### src/rtl/lut_fetch_pkg.sv
// Shared types, table IDs and address helper for the LUT fetch sequencer.
package lut_fetch_pkg;

  typedef enum logic [2:0] {
    S_IDLE,
    S_REQ,
    S_WAIT,
    S_PUSH,
    S_FLUSH
  } state_t;

  localparam logic [7:0] CLASSIFIER_BS = 8'h01;
  localparam logic [7:0] CLASSIFIER_WT = 8'h02;
  localparam logic [7:0] EMBED_BS      = 8'h03;
  localparam logic [7:0] EMBED_WT      = 8'h04;
  localparam logic [7:0] ATTN_Q_BS     = 8'h05;
  localparam logic [7:0] ATTN_Q_WT     = 8'h06;
  localparam logic [7:0] ATTN_K_BS     = 8'h07;
  localparam logic [7:0] ATTN_K_WT     = 8'h08;
  localparam logic [7:0] ATTN_V_BS     = 8'h09;
  localparam logic [7:0] ATTN_V_WT     = 8'h0A;
  localparam logic [7:0] ATTN_O_BS     = 8'h0B;
  localparam logic [7:0] ATTN_O_WT     = 8'h0C;
  localparam logic [7:0] MLP1_BS       = 8'h0D;
  localparam logic [7:0] MLP1_WT       = 8'h0E;
  localparam logic [7:0] MLP2_BS       = 8'h0F;
  localparam logic [7:0] MLP2_WT       = 8'h10;
  localparam logic [7:0] PS_BS         = 8'h11;
  localparam logic [7:0] PS_WT         = 8'h12;

  // Table ID sits directly above the index; caller truncates to its width.
  function automatic logic [63:0] make_addr(
    input logic [7:0]  tbl,
    input logic [55:0] idx,
    input int unsigned idx_w
  );
    make_addr = ({56'd0, tbl} << idx_w) | {8'd0, idx};
  endfunction

endpackage

### src/rtl/lut_fetch_seq_pack.sv
// Lane packing register: writes one element per lane, holds until cleared.
module lut_pack_reg
  import lut_fetch_pkg::*;
#(
  parameter int DATA_WIDTH = 8,
  parameter int LANES      = 4,
  parameter int PW         = 2
) (
  input  logic                        clk,
  input  logic                        rst,
  input  logic                        clr,
  input  logic                        wr,
  input  logic [PW-1:0]               lane,
  input  logic [DATA_WIDTH-1:0]       wdata,
  output logic [LANES*DATA_WIDTH-1:0] data,
  output logic [LANES-1:0]            keep
);

  always_ff @(posedge clk) begin
    if (rst || clr) begin
      data <= '0;
      keep <= '0;
    end else if (wr) begin
      data[lane*DATA_WIDTH +: DATA_WIDTH] <= wdata;
      keep[lane] <= 1'b1;
    end
  end

endmodule

### src/rtl/lut_fetch_seq.sv
// LUT fetch sequencer: one LUT read per element, packed onto a valid/ready stream.
// Optional done-wait timeout enabled by LUT_FETCH_TIMEOUT_EN.
module lut_fetch_seq
  import lut_fetch_pkg::*;
#(
  parameter int ADDR_WIDTH  = 32,
  parameter int DATA_WIDTH  = 8,
  parameter int LANES       = 4,
  parameter int CNT_WIDTH   = 16,
  parameter int TIMEOUT_CYC = 64
) (
  input  logic                        clk,
  input  logic                        rst,
  input  logic                        job_valid,
  output logic                        job_ready,
  input  logic [7:0]                  job_table,
  input  logic [ADDR_WIDTH-9:0]       job_index,
  input  logic [CNT_WIDTH-1:0]        job_count,
  output logic                        lut_start,
  output logic [ADDR_WIDTH-1:0]       lut_addr,
  input  logic [DATA_WIDTH-1:0]       lut_data,
  input  logic                        lut_done,
  output logic                        out_valid,
  input  logic                        out_ready,
  output logic [LANES*DATA_WIDTH-1:0] out_data,
  output logic [LANES-1:0]            out_keep,
  output logic                        out_last,
  output logic                        busy,
  output logic                        err
);

  localparam int IW = ADDR_WIDTH - 8;
  localparam int PW = (LANES > 1) ? $clog2(LANES) : 1;
  localparam int unsigned IWU = IW;

  state_t state_q, state_d;

  logic [7:0]           tbl_q;
  logic [IW-1:0]        idx_q;
  logic [CNT_WIDTH-1:0] rem_q;
  logic [PW-1:0]        ptr_q;
  logic                 last_q;

  logic take_job, elem_done, hs;
  logic word_full, last_elem, tmo_hit;
  logic [DATA_WIDTH-1:0] wdata;

  assign take_job  = (state_q == S_IDLE) && job_valid;
  assign out_valid = (state_q == S_PUSH) || (state_q == S_FLUSH);
  assign hs        = out_valid && out_ready;
  assign elem_done = (state_q == S_WAIT) && (lut_done || tmo_hit);
  assign word_full = (ptr_q == PW'(LANES - 1));
  assign last_elem = (rem_q == CNT_WIDTH'(1));
  assign wdata     = lut_done ? lut_data : '0;

  assign job_ready = (state_q == S_IDLE);
  assign busy      = (state_q != S_IDLE);
  assign lut_start = (state_q == S_REQ);
  assign out_last  = last_q;
  assign lut_addr  = ADDR_WIDTH'(make_addr(tbl_q, 56'(idx_q), IWU));

`ifdef LUT_FETCH_TIMEOUT_EN
  localparam int TW = $clog2(TIMEOUT_CYC + 1);
  logic [TW-1:0] tmo_q;
  logic          err_q;

  assign tmo_hit = (state_q == S_WAIT) && !lut_done
                && (tmo_q == TW'(TIMEOUT_CYC - 1));
  assign err     = err_q;

  always_ff @(posedge clk) begin
    if (rst) begin
      tmo_q <= '0;
      err_q <= 1'b0;
    end else begin
      if (state_q == S_WAIT && !lut_done && !tmo_hit)
        tmo_q <= tmo_q + TW'(1);
      else
        tmo_q <= '0;
      if (tmo_hit)
        err_q <= 1'b1;
    end
  end
`else
  assign tmo_hit = 1'b0;
  assign err     = 1'b0;
`endif

  always_ff @(posedge clk) begin
    if (rst) state_q <= S_IDLE;
    else     state_q <= state_d;
  end

  always_comb begin
    state_d = state_q;
    unique case (state_q)
      S_IDLE:
        if (take_job)
          state_d = (job_count == '0) ? S_FLUSH : S_REQ;
      S_REQ:
        state_d = S_WAIT;
      S_WAIT:
        if (elem_done)
          state_d = (word_full || last_elem) ? S_PUSH : S_REQ;
      S_PUSH:
        if (hs)
          state_d = (rem_q != '0) ? S_REQ : S_IDLE;
      S_FLUSH:
        if (hs)
          state_d = S_IDLE;
      default:
        state_d = S_IDLE;
    endcase
  end

  always_ff @(posedge clk) begin
    if (rst) begin
      tbl_q  <= '0;
      idx_q  <= '0;
      rem_q  <= '0;
      ptr_q  <= '0;
      last_q <= 1'b0;
    end else if (take_job) begin
      tbl_q  <= job_table;
      idx_q  <= job_index;
      rem_q  <= job_count;
      ptr_q  <= '0;
      last_q <= (job_count == '0);
    end else if (elem_done) begin
      idx_q  <= idx_q + IW'(1);
      rem_q  <= rem_q - CNT_WIDTH'(1);
      ptr_q  <= word_full ? '0 : ptr_q + PW'(1);
      last_q <= last_elem;
    end else if (hs) begin
      ptr_q  <= '0;
      last_q <= 1'b0;
    end
  end

  lut_pack_reg #(
    .DATA_WIDTH(DATA_WIDTH),
    .LANES     (LANES),
    .PW        (PW)
  ) u_pack (
    .clk  (clk),
    .rst  (rst),
    .clr  (hs || take_job),
    .wr   (elem_done),
    .lane (ptr_q),
    .wdata(wdata),
    .data (out_data),
    .keep (out_keep)
  );

endmodule

### config.mk
export PLATFORM = sky130hd
export DESIGN_NAME = lut_fetch_seq
export DESIGN_NICKNAME = d
export VERILOG_FILES = /design/src/rtl/lut_fetch_pkg.sv /design/src/rtl/lut_fetch_seq_pack.sv /design/src/rtl/lut_fetch_seq.sv
export SDC_FILE = /design/constraint.sdc
export NUM_CORES = 1
export LEC_CHECK = 0
export CORE_MARGIN = 2
export CORE_UTILIZATION = 29
export CTS_BUF_LIST = sky130_fd_sc_hd__clkbuf_4 sky130_fd_sc_hd__clkbuf_8
export DETAILED_ROUTE_END_ITERATION = 8
export PLACE_DENSITY = 0.55
export SYNTH_ARGS = -nofsm -noshare
export SYNTH_HDL_FRONTEND = slang
export SYNTH_HIERARCHICAL = 1
export SYNTH_SLANG_ARGS = --single-unit
### constraint.sdc
create_clock -name clk -period 3 [get_ports clk]
set_clock_uncertainty 0.2 [all_clocks]
set_input_delay 0.45 -clock clk [delete_from_list [all_inputs] [get_ports clk]]
set_output_delay 0.45 -clock clk [all_outputs]
set_load 0.03 [all_outputs]
Word-level counts from Yosys, hierarchy flattened
Cells that the tools add are included.
{"block": "word_totals", "input_bits": 61, "regBits": 90, "output_inout_bits": 74, "wordCells": 67}
{"block": "classes", "n_reduce_logical": 17, "shifts": 2, "muxes": 22, "bitwise": 2, "n_eq_ne": 10, "addsub": 4, "n_lt_le_gt_ge": 2}
{"operator": "2-to-1 mux 24 bit", "n": 2}
{"operator": "negation 5 -> 34 bit", "n": 1}
{"operator": "variable shift 8 x 34 -> 32 bit (first input constant)", "n": 1}
{"operator": "indexed part select 8 x 34 -> 32 bit", "n": 1}
{"operator": "bitwise mux 32 bit", "n": 1}
{"operator": "2-to-1 mux 16 bit", "n": 2}
{"operator": "OR 32 x 24 -> 32 bit", "n": 1}
{"operator": "adder 24 x 1 -> 24 bit (second input constant)", "n": 1}
{"operator": "== test 16 x 1 -> 1 bit (second input constant)", "n": 1}
{"operator": "zero test 16 bit", "n": 1}
{"operator": "nonzero test 16 bit", "n": 1}
{"operator": "subtractor 16 x 1 -> 16 bit (second input constant)", "n": 1}
{"operator": "2-to-1 mux 3 bit", "n": 5}
{"operator": "one-hot mux 3 bit (5 select lines)", "n": 1}
{"operator": "2-to-1 mux 2 bit", "n": 4}
{"operator": "2-to-1 mux 8 bit", "n": 1}
{"operator": "== test 3 x 2 -> 1 bit (second input constant)", "n": 2}
{"operator": "inequality test 2 bit (second input constant)", "n": 3}
{"operator": "nonzero test 3 bit", "n": 2}
{"operator": "2-to-1 mux 1 bit", "n": 5}
{"operator": "logical AND 1 bit", "n": 4}
{"operator": "logical OR 1 bit", "n": 4}
{"operator": "OR 4 bit", "n": 1}
{"operator": "AND reduction 4 bit", "n": 1}
{"operator": "other kinds (11)", "n": 12}

Logic depth before layout (Yosys ltp)
Gate-level depths: netlist of run 1.
{"block": "logic_depth", "ltp_word": 6, "ltp_mapped": 11}

By module
Netlist of run 1, hierarchy kept.
{"mod": "lut_fetch_seq", "area_per_inst_um2": 3057.9, "seq_area_each_um2": 1081.0, "cells_each": 398, "instances": 1}
{"mod": "lut_pack_reg", "area_per_inst_um2": 1431.4, "seq_area_each_um2": 720.7, "cells_each": 143, "instances": 1}

Least setup slack after synthesis of run 1
No wires, ideal clock.
{"block": "synth_timing", "path_kind": "reg2reg", "startpoint": "register state_q[0]", "endpoint": "register u_pack.data[10]", "path_buffers": 5, "path_stages_with_launch": 12, "slack_ps": 97, "arrival_time_ps": 2575, "setup_time_ps": 128, "path_cell_list": "dfxtp_1 > or3_1 > inv_1 > and2_1 > clkbuf_1 > buf_2 > buf_2 > a21o_1 > or2_1 > clkbuf_1 > clkbuf_1 > nor2_1"}
{"block": "synth_via", "elab_cells_between_ends": 10, "cone_classes": "3 x eq/ne; 7 x reduce/logical"}
{"element": "from (decl)", "line_no": "lut_fetch_seq.sv:36", "rtl": "state_t state_q, state_d;"}
{"element": "from (signal assigned)", "line_no": "lut_fetch_seq.sv:91", "rtl": "else state_q <= state_d;"}
{"element": "zero test 3 bit"}
{"element": "net job_ready", "line_no": "lut_fetch_seq.sv:15", "rtl": "output logic job_ready,"}
{"element": "logical AND 1 bit", "line_no": "lut_fetch_seq.sv:48", "rtl": "assign take_job = (state_q == S_IDLE) && job_valid;"}
{"element": "logical OR 1 bit", "line_no": "lut_fetch_seq.sv:147", "rtl": ".clr (hs || take_job),"}
{"element": "logical OR 1 bit", "line_no": "lut_fetch_seq_pack.sv:20", "rtl": "if (rst || clr) begin"}
{"element": "to (signal, indexed assignment)", "line_no": "lut_fetch_seq_pack.sv:24", "rtl": "data[lane*DATA_WIDTH +: DATA_WIDTH] <= wdata;"}
{"element": "to (decl)", "line_no": "lut_fetch_seq_pack.sv:15", "rtl": "output logic [LANES*DATA_WIDTH-1:0] data,"}
The timed path passes the listed nets, and every way through them passes these cells.
A chain may end at the register's enable or synchronous reset.

Final worst setup path of run 1
{"block": "layout_timing", "startpoint": "register state_q[1]", "endpoint": "output port out_valid"}
{"block": "layout_via", "elab_chain_len": 2, "elab_cells_between_ends": 3, "cone_classes": "2 x eq/ne; 1 x reduce/logical"}
{"element": "== test 3 x 2 -> 1 bit / == test 3 bit (equally long branches)", "line_no": "lut_fetch_seq.sv:49", "rtl": "assign out_valid = (state_q == S_PUSH) || (state_q == S_FLUSH);"}
{"element": "logical OR 1 bit (*)", "line_no": "lut_fetch_seq.sv:49"}
{"element": "to (decl)", "line_no": "lut_fetch_seq.sv:23", "rtl": "output logic out_valid,"}
Mark *: on every way between the ends. The rest lies on a longest branch, timed or not.

==> metrics.csv, run 1 <==
stage,metric,value,unit
power,clockPowerShare,27.1,%
power,internal_power,1.967,mW
power,p_per_area,492.3,mW/mm^2
clocking,cts_inserted_buffers,9,
worst_setup_path,worstPathMaxFanout,12,
die,boundaryPins,135,
timing,holdWs,0.2635,ns
clocking,cts_root_buf,clkbuf_8,
die,die-height,128.4,microns
cells_and_area,mostFrequentLayoutCells,"clkdlybuf4s50_1 (132), dfxtp_1 (89), nand2_1 (60)",
logic_synthesis,yosys.cell_types.count,60,
timing,worstMarginPinSlew,0.8403,ns
logic_synthesis,ys_ff_latch,90,
worst_setup_path,critPathLaunchType,register,
power,p_leak,2.089,nW
worst_setup_path,critPathSlowestCell,clkdlybuf4s50_1,
clocking,cts_buffer_depth,2,
logic_synthesis,synth-seq-area-share,40.13,%
run,maxCapViolCount,0,
die,die_width,128.4,microns
grt,grt_antenna_before_repair,0,
power,p_sw,1.065,mW
clocking,post_cts_buffers,0,
drt,first_pass_iters,5,
hold_path,hold_class,reg2reg,
worst_setup_path,crit_chain,inv_1 > nor2_1 > nand2_1 > o21ai_0 > clkdlybuf4s50_1,
cells_and_area,multi_input_area,0.002429,sq mm
grt,grt_max_degree,49,
logic_synthesis,ys_warn_count,6,
power,p_comb_share,27.4,%
clocking,cts_hold_buf,0,
drt,remaining_drc_errors,0,
logic_synthesis,synthCells,541,
drt,drt_iter0_drc,285,
die,coreArea,0.01515,sq mm
drt,postRouteAntennaNets,0,
drt,detail_route.wl_per_cell,16.87,microns
timing,finalHoldViolations,0,
power,sequentialPowerShare,45.5,%
logic_synthesis,syn_area_per_cell,8.298,sq um
clocking,clk_pin_slew_worst_paths,0.10,ns
clocking,cts_tree,done,
status,status,"complete, no violations",
grt,grt_pass1_wl,22.67,mm
worst_setup_path,critPathArrivalTime,2.11,ns
cells_and_area,fin_area,0.006158,sq mm
worst_setup_path,critPathRequiredTime,2.35,ns
timing,min_period,2.764,ns
clocking,clk_latency,0.38,ns
worst_setup_path,cp_num_buf_inv,2,
worst_setup_path,path_delay_family,buffers and inverters,
worst_setup_path,critPathCaptureType,output pin,
place,hpwl,10.46,mm
place,io_buffers,133,
cells_and_area,fill_cells,1514,
clocking,cts_num_sinks,90,
logic_synthesis,synthArstFlopShare,0,%
timing,slew_headroom,43.46,%
cells_and_area,n_antenna_cell,0,
power,ir_worst_vdd,198.8,uV
timing,max_freq,361.8,MHz
timing,rsz0062_at_grt,false,
power,switching_share,35.11,%
drt,vias_per_cell,5.470,
cells_and_area,drive_gt1_share,7.658,%
worst_setup_path,cp_slowest_stage_delay,0.74,ns
timing,final_max_slew_viol_count,0,
timing,finalSetupTns,0,ns
place,placed_cell_area,0.005962,sq mm
place,place_congestion,0.8575,
cells_and_area,layout_commonest_cell,clkdlybuf4s50_1,
grt,grt_pass1_vias,4460,
grt,track_usage,17.12,%
worst_setup_path,criticalPathCategory,reg2out,
die,initial_core_util,29.64,%
logic_synthesis,syn_area,0.004489,sq mm
cells_and_area,seq_area,0.001803,sq mm
die,row_count,45,
logic_synthesis,synth-edff-count,0,
die,die_area,0.01649,sq mm
timing,fin_crit_sh,92.13,%
grt,gr-total-overflow,0,
logic_synthesis,dominantRegCellSynth,dfxtp_1,
drt,vias,4671,
timing,setup_viol,0,
clocking,htree_num_levels,3,
cells_and_area,final_nets,734,
drt,wirelength,14.41,mm
logic_synthesis,synth_nets,614,
cells_and_area,syn_to_final_growth,37.18,%
[final timing paths]
kind / startpoint / slack [ns] / cells after the start / end
setup / recovery: state_q[1]$_SDFFE_PP0P_ / 0.24 / 5 / out_valid
hold / removal: u_pack/data[7]$_SDFFE_PP0P_ / 0.26 / 2 / u_pack/data[7]$_SDFFE_PP0P_
setup reg to reg: idx_q[3]$_SDFFE_PP0P_ / 0.57 / 5 / idx_q[17]$_SDFFE_PP0P_
hold reg to reg: u_pack/data[7]$_SDFFE_PP0P_ / 0.26 / 2 / u_pack/data[7]$_SDFFE_PP0P_
[metrics by stage]
step	cells	worst slack [ns]	total power [mW]	util (%)
3_3_place_gp	838	0.4344	2.228	39.36
2_1_floorplan	541	0.09726	1.896	-
3_5_place_dp	838	0.4315	2.234	39.36
6_report	854	0.2360	3.032	40.66
4_1_cts	854	0.05885	3.059	40.65
5_1_grt	854	0.1074	3.190	40.66
[Yosys cell counts, drive strengths merged, types with 2 or more instances]
| master | count | area, sq um |
|---|---|---|
| a222oi | 2 | 20.02 |
| ha | 12 | 150.1 |
| clkbuf | 25 | 123.9 |
| mux2i | 2 | 20.02 |
| a22oi | 11 | 82.58 |
| a21oi | 59 | 306.5 |
| nor3b | 3 | 22.52 |
| or3 | 5 | 32.53 |
| or4 | 5 | 45.04 |
| o21ai | 16 | 80.08 |
| nand4 | 20 | 125.1 |
| nor2b | 4 | 25.02 |
| nand3b | 3 | 22.52 |
| nor4 | 18 | 133.9 |
| nor3 | 11 | 55.05 |
| a31oi | 10 | 62.56 |
| and2 | 11 | 68.82 |
| a32oi | 11 | 96.34 |
| a32o | 13 | 133.9 |
| or2 | 2 | 12.51 |
| buf | 14 | 91.33 |
| xnor2 | 4 | 35.03 |
| nand3 | 16 | 85.08 |
| a211oi | 6 | 45.04 |
| o22ai | 4 | 25.02 |
| a221oi | 7 | 61.31 |
| and3 | 5 | 36.28 |
| o211ai | 4 | 30.03 |
| xor2 | 5 | 43.79 |
| nand2 | 60 | 225.2 |
| nor2 | 56 | 210.2 |
| and3b | 2 | 17.52 |
| inv | 12 | 45.04 |
| dfxtp | 90 | 1802 |
[metal layers]
metal	global-route usage (%)	part of all wire [%]	up-vias	wire length, microns
li1	-	-	2248	-
met1	22.87	45	2213	6527
met2	27.19	46	193	6573
met3	4.033	8.0	17	1149
met4	5.882	1.1	0	159
met5	0	0	-	0
[logic make-up after synthesis]
family | Yosys count | share of synthesized area (%)
compound gates | 148 | 22.05
xor+xnor | 9 | 1.756
fa+ha+maj | 12 | 3.344
buf+inv | 51 | 5.797
flops | 90 | 40.13
mux | 3 | 0.6968
other cells | 1 | 0.08353
simple gates | 227 | 26.14
[cell type report]
class | instances | share of cell area [%]
Clock inverter | 6 | 0.9346
Timing Repair Buffer | 148 | 23.57
Multi-Input combinational cell | 400 | 39.44
Tap cell | 188 | 3.820
Inverter | 12 | 0.7314
Clock buffer | 10 | 2.235
Sequential cell | 90 | 29.28
[power groups by stage]
stage	clock network (mW)	registers, mW	logic, mW
detailed placement	0	1.40	0.832
finish	0.821	1.38	0.832
global route	0.898	1.39	0.900
floorplan	0	1.46	0.440
global placement	0	1.40	0.826
CTS	0.849	1.38	0.835
[tightest hold or removal path: stages, from the launching register on]
cell and delay (ns):
dfxtp_1 0.32, nand2_1 0.05, a21oi_1 0.05
[registers in the layout (all words and copies together), names as in the netlist]
signal / count
idx_q: 24
u_pack/data: 32
out_last: 1
tbl_q: 8
state_q: 3
ptr_q: 2
u_pack/keep: 4
rem_q: 16
[what timing repair did]
action                                  in CTS  in global routing
endpoints found under the setup margin       0                  1
resized for setup                            0                  1
hold endpoints to repair                     0                  0
Power figures use the tool's default switching activity.
==> run 2, diff against run 1 <==
--- a/config.mk
+++ b/config.mk
@@ -9,8 +9,8 @@
 export CORE_UTILIZATION = 29
 export CTS_BUF_LIST = sky130_fd_sc_hd__clkbuf_4 sky130_fd_sc_hd__clkbuf_8
 export DETAILED_ROUTE_END_ITERATION = 8
-export PLACE_DENSITY = 0.55
+export DONT_BUFFER_PORTS = 1
+export PLACE_DENSITY = 0.44
 export SYNTH_ARGS = -nofsm -noshare
 export SYNTH_HDL_FRONTEND = slang
-export SYNTH_HIERARCHICAL = 1
 export SYNTH_SLANG_ARGS = --single-unit
==> run 2 against run 1 <==
Non-clock buffer count fell by 127. Via count fell by 10%. Largest power group unchanged. Combinational power fell by 35%. First-iteration DRC count is 14% higher. Die area down 2.4%. Final cell count down 13%. Core utilization is 7.7 points lower. Setup slack gained 0.24 ns. Critical endpoint is now idx_q[22]$_SDFFE_PP0P_.
==> metrics.csv, run 2 <==
stage,metric,value,unit,change
logic_synthesis,syn_area,0.004380,sq mm,-2.4%
clocking,clk_latency,0.36,ns,-0.02 ns
logic_synthesis,yosys.cell_count.top_type,dfxtp_1,,
timing,fin_crit_sh,84.03,%,-8.1 points
place,placed_cell_area,0.004566,sq mm,-23%
place,io_buffers,0,,-100%
power,p_leak,1.615,nW,-23%
drt,vias,4197,,-10%
power,p_per_area,569.8,mW/mm^2,+16%
place,hpwl,9.524,mm,-8.9%
logic_synthesis,synth_nets,631,,+2.8%
power,finalPower,2.753,mW,-9.2%
place,place_congestion,0.7718,,-10%
logic_synthesis,synthArstFlopShare,0,%,unchanged
timing,finalSetupTns,0,ns,unchanged
clocking,cts_buffer_depth,2,,unchanged
timing,rsz0062_at_grt,false,,
run,maxCapViolCount,0,,unchanged
timing,max_freq,396.7,MHz,+9.6%
clocking,cts_num_sinks,90,,unchanged
worst_setup_path,critPathRequiredTime,3.08,ns,+0.73 ns
worst_setup_path,path_depth,6,,+1
worst_setup_path,critPathArrivalTime,2.61,ns,+0.50 ns
drt,wirelength,13.76,mm,-4.5%
die,row_count,44,,-2.2%
worst_setup_path,r2r_cells,6,,+1
cells_and_area,fill_cells,1554,,+2.6%
logic_synthesis,ys_ff_latch,90,,unchanged
worst_setup_path,criticalPathCategory,reg2reg,,
logic_synthesis,dominantRegCellSynth,dfxtp_1,,
hold_path,hold_class,in2reg,,
drt,postRouteAntennaNets,0,,unchanged
logic_synthesis,yosysTopAreaCell,dfxtp_1,,
worst_setup_path,critPathLaunchType,register,,
drt,remaining_drc_errors,0,,unchanged
drt,detail_route.wl_per_cell,18.55,microns,+9.9%
worst_setup_path,worstPathMaxFanout,7,,-5
hold_path,worstHoldPathCells,2,,unchanged
logic_synthesis,ys_warn_count,0,,-6
grt,grt_max_degree,52,,+6.1%
die,boundaryPins,135,,unchanged
cells_and_area,post-route-util,33.00,%,-7.7 points
grt,grt_pass1_vias,3956,,-11%
clocking,cts_inserted_buffers,9,,unchanged
cells_and_area,n_antenna_cell,0,,unchanged
timing,worstMarginPinSlew,0.7910,ns,-0.04932 ns
die,die_width,126.9,microns,-1.2%
logic_synthesis,synth_common_cells,"dfxtp_1 (90), nor2_1 (83), a21oi_1 (71)",,
cells_and_area,syn_to_final_growth,10.31,%,
worst_setup_path,cp_num_buf_inv,0,,-2
die,initial_core_util,29.91,%,+0.27 points
timing,slew_headroom,46.78,%,+3.3 points
die,die-height,126.9,microns,-1.2%
worst_setup_path,cp_slowest_stage_delay,0.60,ns,-0.14 ns
cells_and_area,fin_area,0.004832,sq mm,-22%
die,coreArea,0.01464,sq mm,-3.3%
worst_setup_path,critPathSlowestCell,dfxtp_1,,
grt,grt_pass1_wl,21.86,mm,-3.6%
grt,gr-total-overflow,0,,unchanged
drt,vias_per_cell,5.656,,+3.4%
logic_synthesis,synth-edff-count,0,,unchanged
drt,first_pass_iters,6,,+1
clocking,cts_tree,done,,
timing,final_max_slew_viol_count,0,,unchanged
status,status,"complete, no violations",,
cells_and_area,mostFrequentLayoutCells,"dfxtp_1 (90), nor2_1 (83), a21oi_1 (71)",,
timing,finalHoldViolations,0,,unchanged
timing,holdWs,0.02739,ns,-0.2361 ns
timing,setup_viol,0,,unchanged
clocking,clk_pin_slew_worst_paths,0.09,ns,about the same
logic_synthesis,yosys.cell_types.count,48,,-20%
logic_synthesis,synth_top_cells_by_area,"dfxtp_1 (41%), a21oi_1 (8.1%), nor2_1 (7.1%)",,
logic_synthesis,synthCells,560,,+3.5%
logic_synthesis,syn_area_per_cell,7.822,sq um,-5.7%
cells_and_area,largest_register_ffs,32,,unchanged
cells_and_area,largest-register,u_pack.data,,
worst_setup_path,path_delay_family,simple AND/OR/NAND/NOR gates,,
timing,min_period,2.521,ns,-0.2430 ns
worst_setup_path,crit_chain,ha_1 > nand3_1 > nor4_2 > nand4_1 > xor2_1 > a211oi_1,,
cells_and_area,layout_commonest_cell,dfxtp_1,,
cells_and_area,reg_top3,"u_pack.data x32, idx_q x24, rem_q x16",,
clocking,cts_root_buf,clkbuf_8,,
logic_synthesis,synthDominantCellAreaShare,41.13,%,+1.0 points
worst_setup_path,critPathCaptureType,register,,
cells_and_area,final_nets,625,,-15%
logic_synthesis,synth-seq-area-share,41.13,%,+1.0 points
grt,grt_antenna_before_repair,0,,unchanged
drt,drt_iter0_drc,324,,+14%
die,die_area,0.01610,sq mm,-2.4%
grt,track_usage,16.96,%,-0.16 points
cells_and_area,drive_gt1_share,8.423,%,+0.77 points
clocking,htree_num_levels,3,,unchanged
power,ir_worst_vdd,246.6,uV,+24%
## run 2: routing by layer
metal | up-vias | routed length (microns) | track usage (%)
li1 | 2034 | - | -
met1 | 1988 | 6136 | 23.20
met2 | 156 | 6076 | 25.08
met3 | 19 | 1294 | 5.399
met4 | 0 | 257 | 6.141
met5 | - | 0 | 0
## run 2: what timing repair did
| action | CTS | global route |
|---|---|---|
| gates resized for setup | 0 | 0 |
| setup buffers | 0 | 0 |
| endpoints found under the hold margin | 51 | 0 |
| hold buffers | 7 | 0 |
## run 2: logic make-up (layout without fill, tap and decap cells)
kind of cell	count (synthesis)	after routing	synth area share, %
AOI/OAI and AO/OA	149	149	20.85
DFF	90	90	41.13
other	1	1	0.08561
xor gates and xnor gates	7	7	1.400
adders and majority gates	10	10	2.856
buffers and inverters	46	44	4.599
and+or+nand+nor	254	254	28.36
muxes	3	3	0.7141
## run 2: stage by stage
| step | worst slack, ns | std cells |
|---|---|---|
| detailed placement | 0.5086 | 720 |
| global route | 0.3103 | 742 |
| CTS | 0.4918 | 742 |
| floorplan | 0.6693 | 560 |
| finish | 0.4790 | 742 |
| global placement | 0.5810 | 720 |
## run 2: final timing paths
path | slack [ns] | start | to
hold / removal | 0.03 | job_count[12] | rem_q[12]$_SDFFE_PP0P_
setup reg to reg | 0.48 | idx_q[0]$_SDFFE_PP0P_ | idx_q[22]$_SDFFE_PP0P_
hold reg to reg | 0.34 | rem_q[6]$_SDFFE_PP0P_ | rem_q[6]$_SDFFE_PP0P_
setup / recovery | 0.48 | idx_q[0]$_SDFFE_PP0P_ | idx_q[22]$_SDFFE_PP0P_
## run 2: report_power, final
group / switching [mW] / total, mW / internal [mW]
registers: 0.163 / 1.43 / 1.26
clock network: 0.429 / 0.789 / 0.360
logic: 0.343 / 0.538 / 0.195
total: 0.935 / 2.75 / 1.82
## run 2: final cells by class
cell class | count | area [sq um] | share of cell area, %
Inverter | 8 | 30.03 | 0.6214
Tap cell | 184 | 230.2 | 4.764
Timing Repair Buffer | 21 | 192.7 | 3.988
Clock inverter | 2 | 12.51 | 0.2589
Multi-Input combinational cell | 424 | 2399 | 49.64
Clock buffer | 13 | 166.4 | 3.444
Sequential cell | 90 | 1802 | 37.29
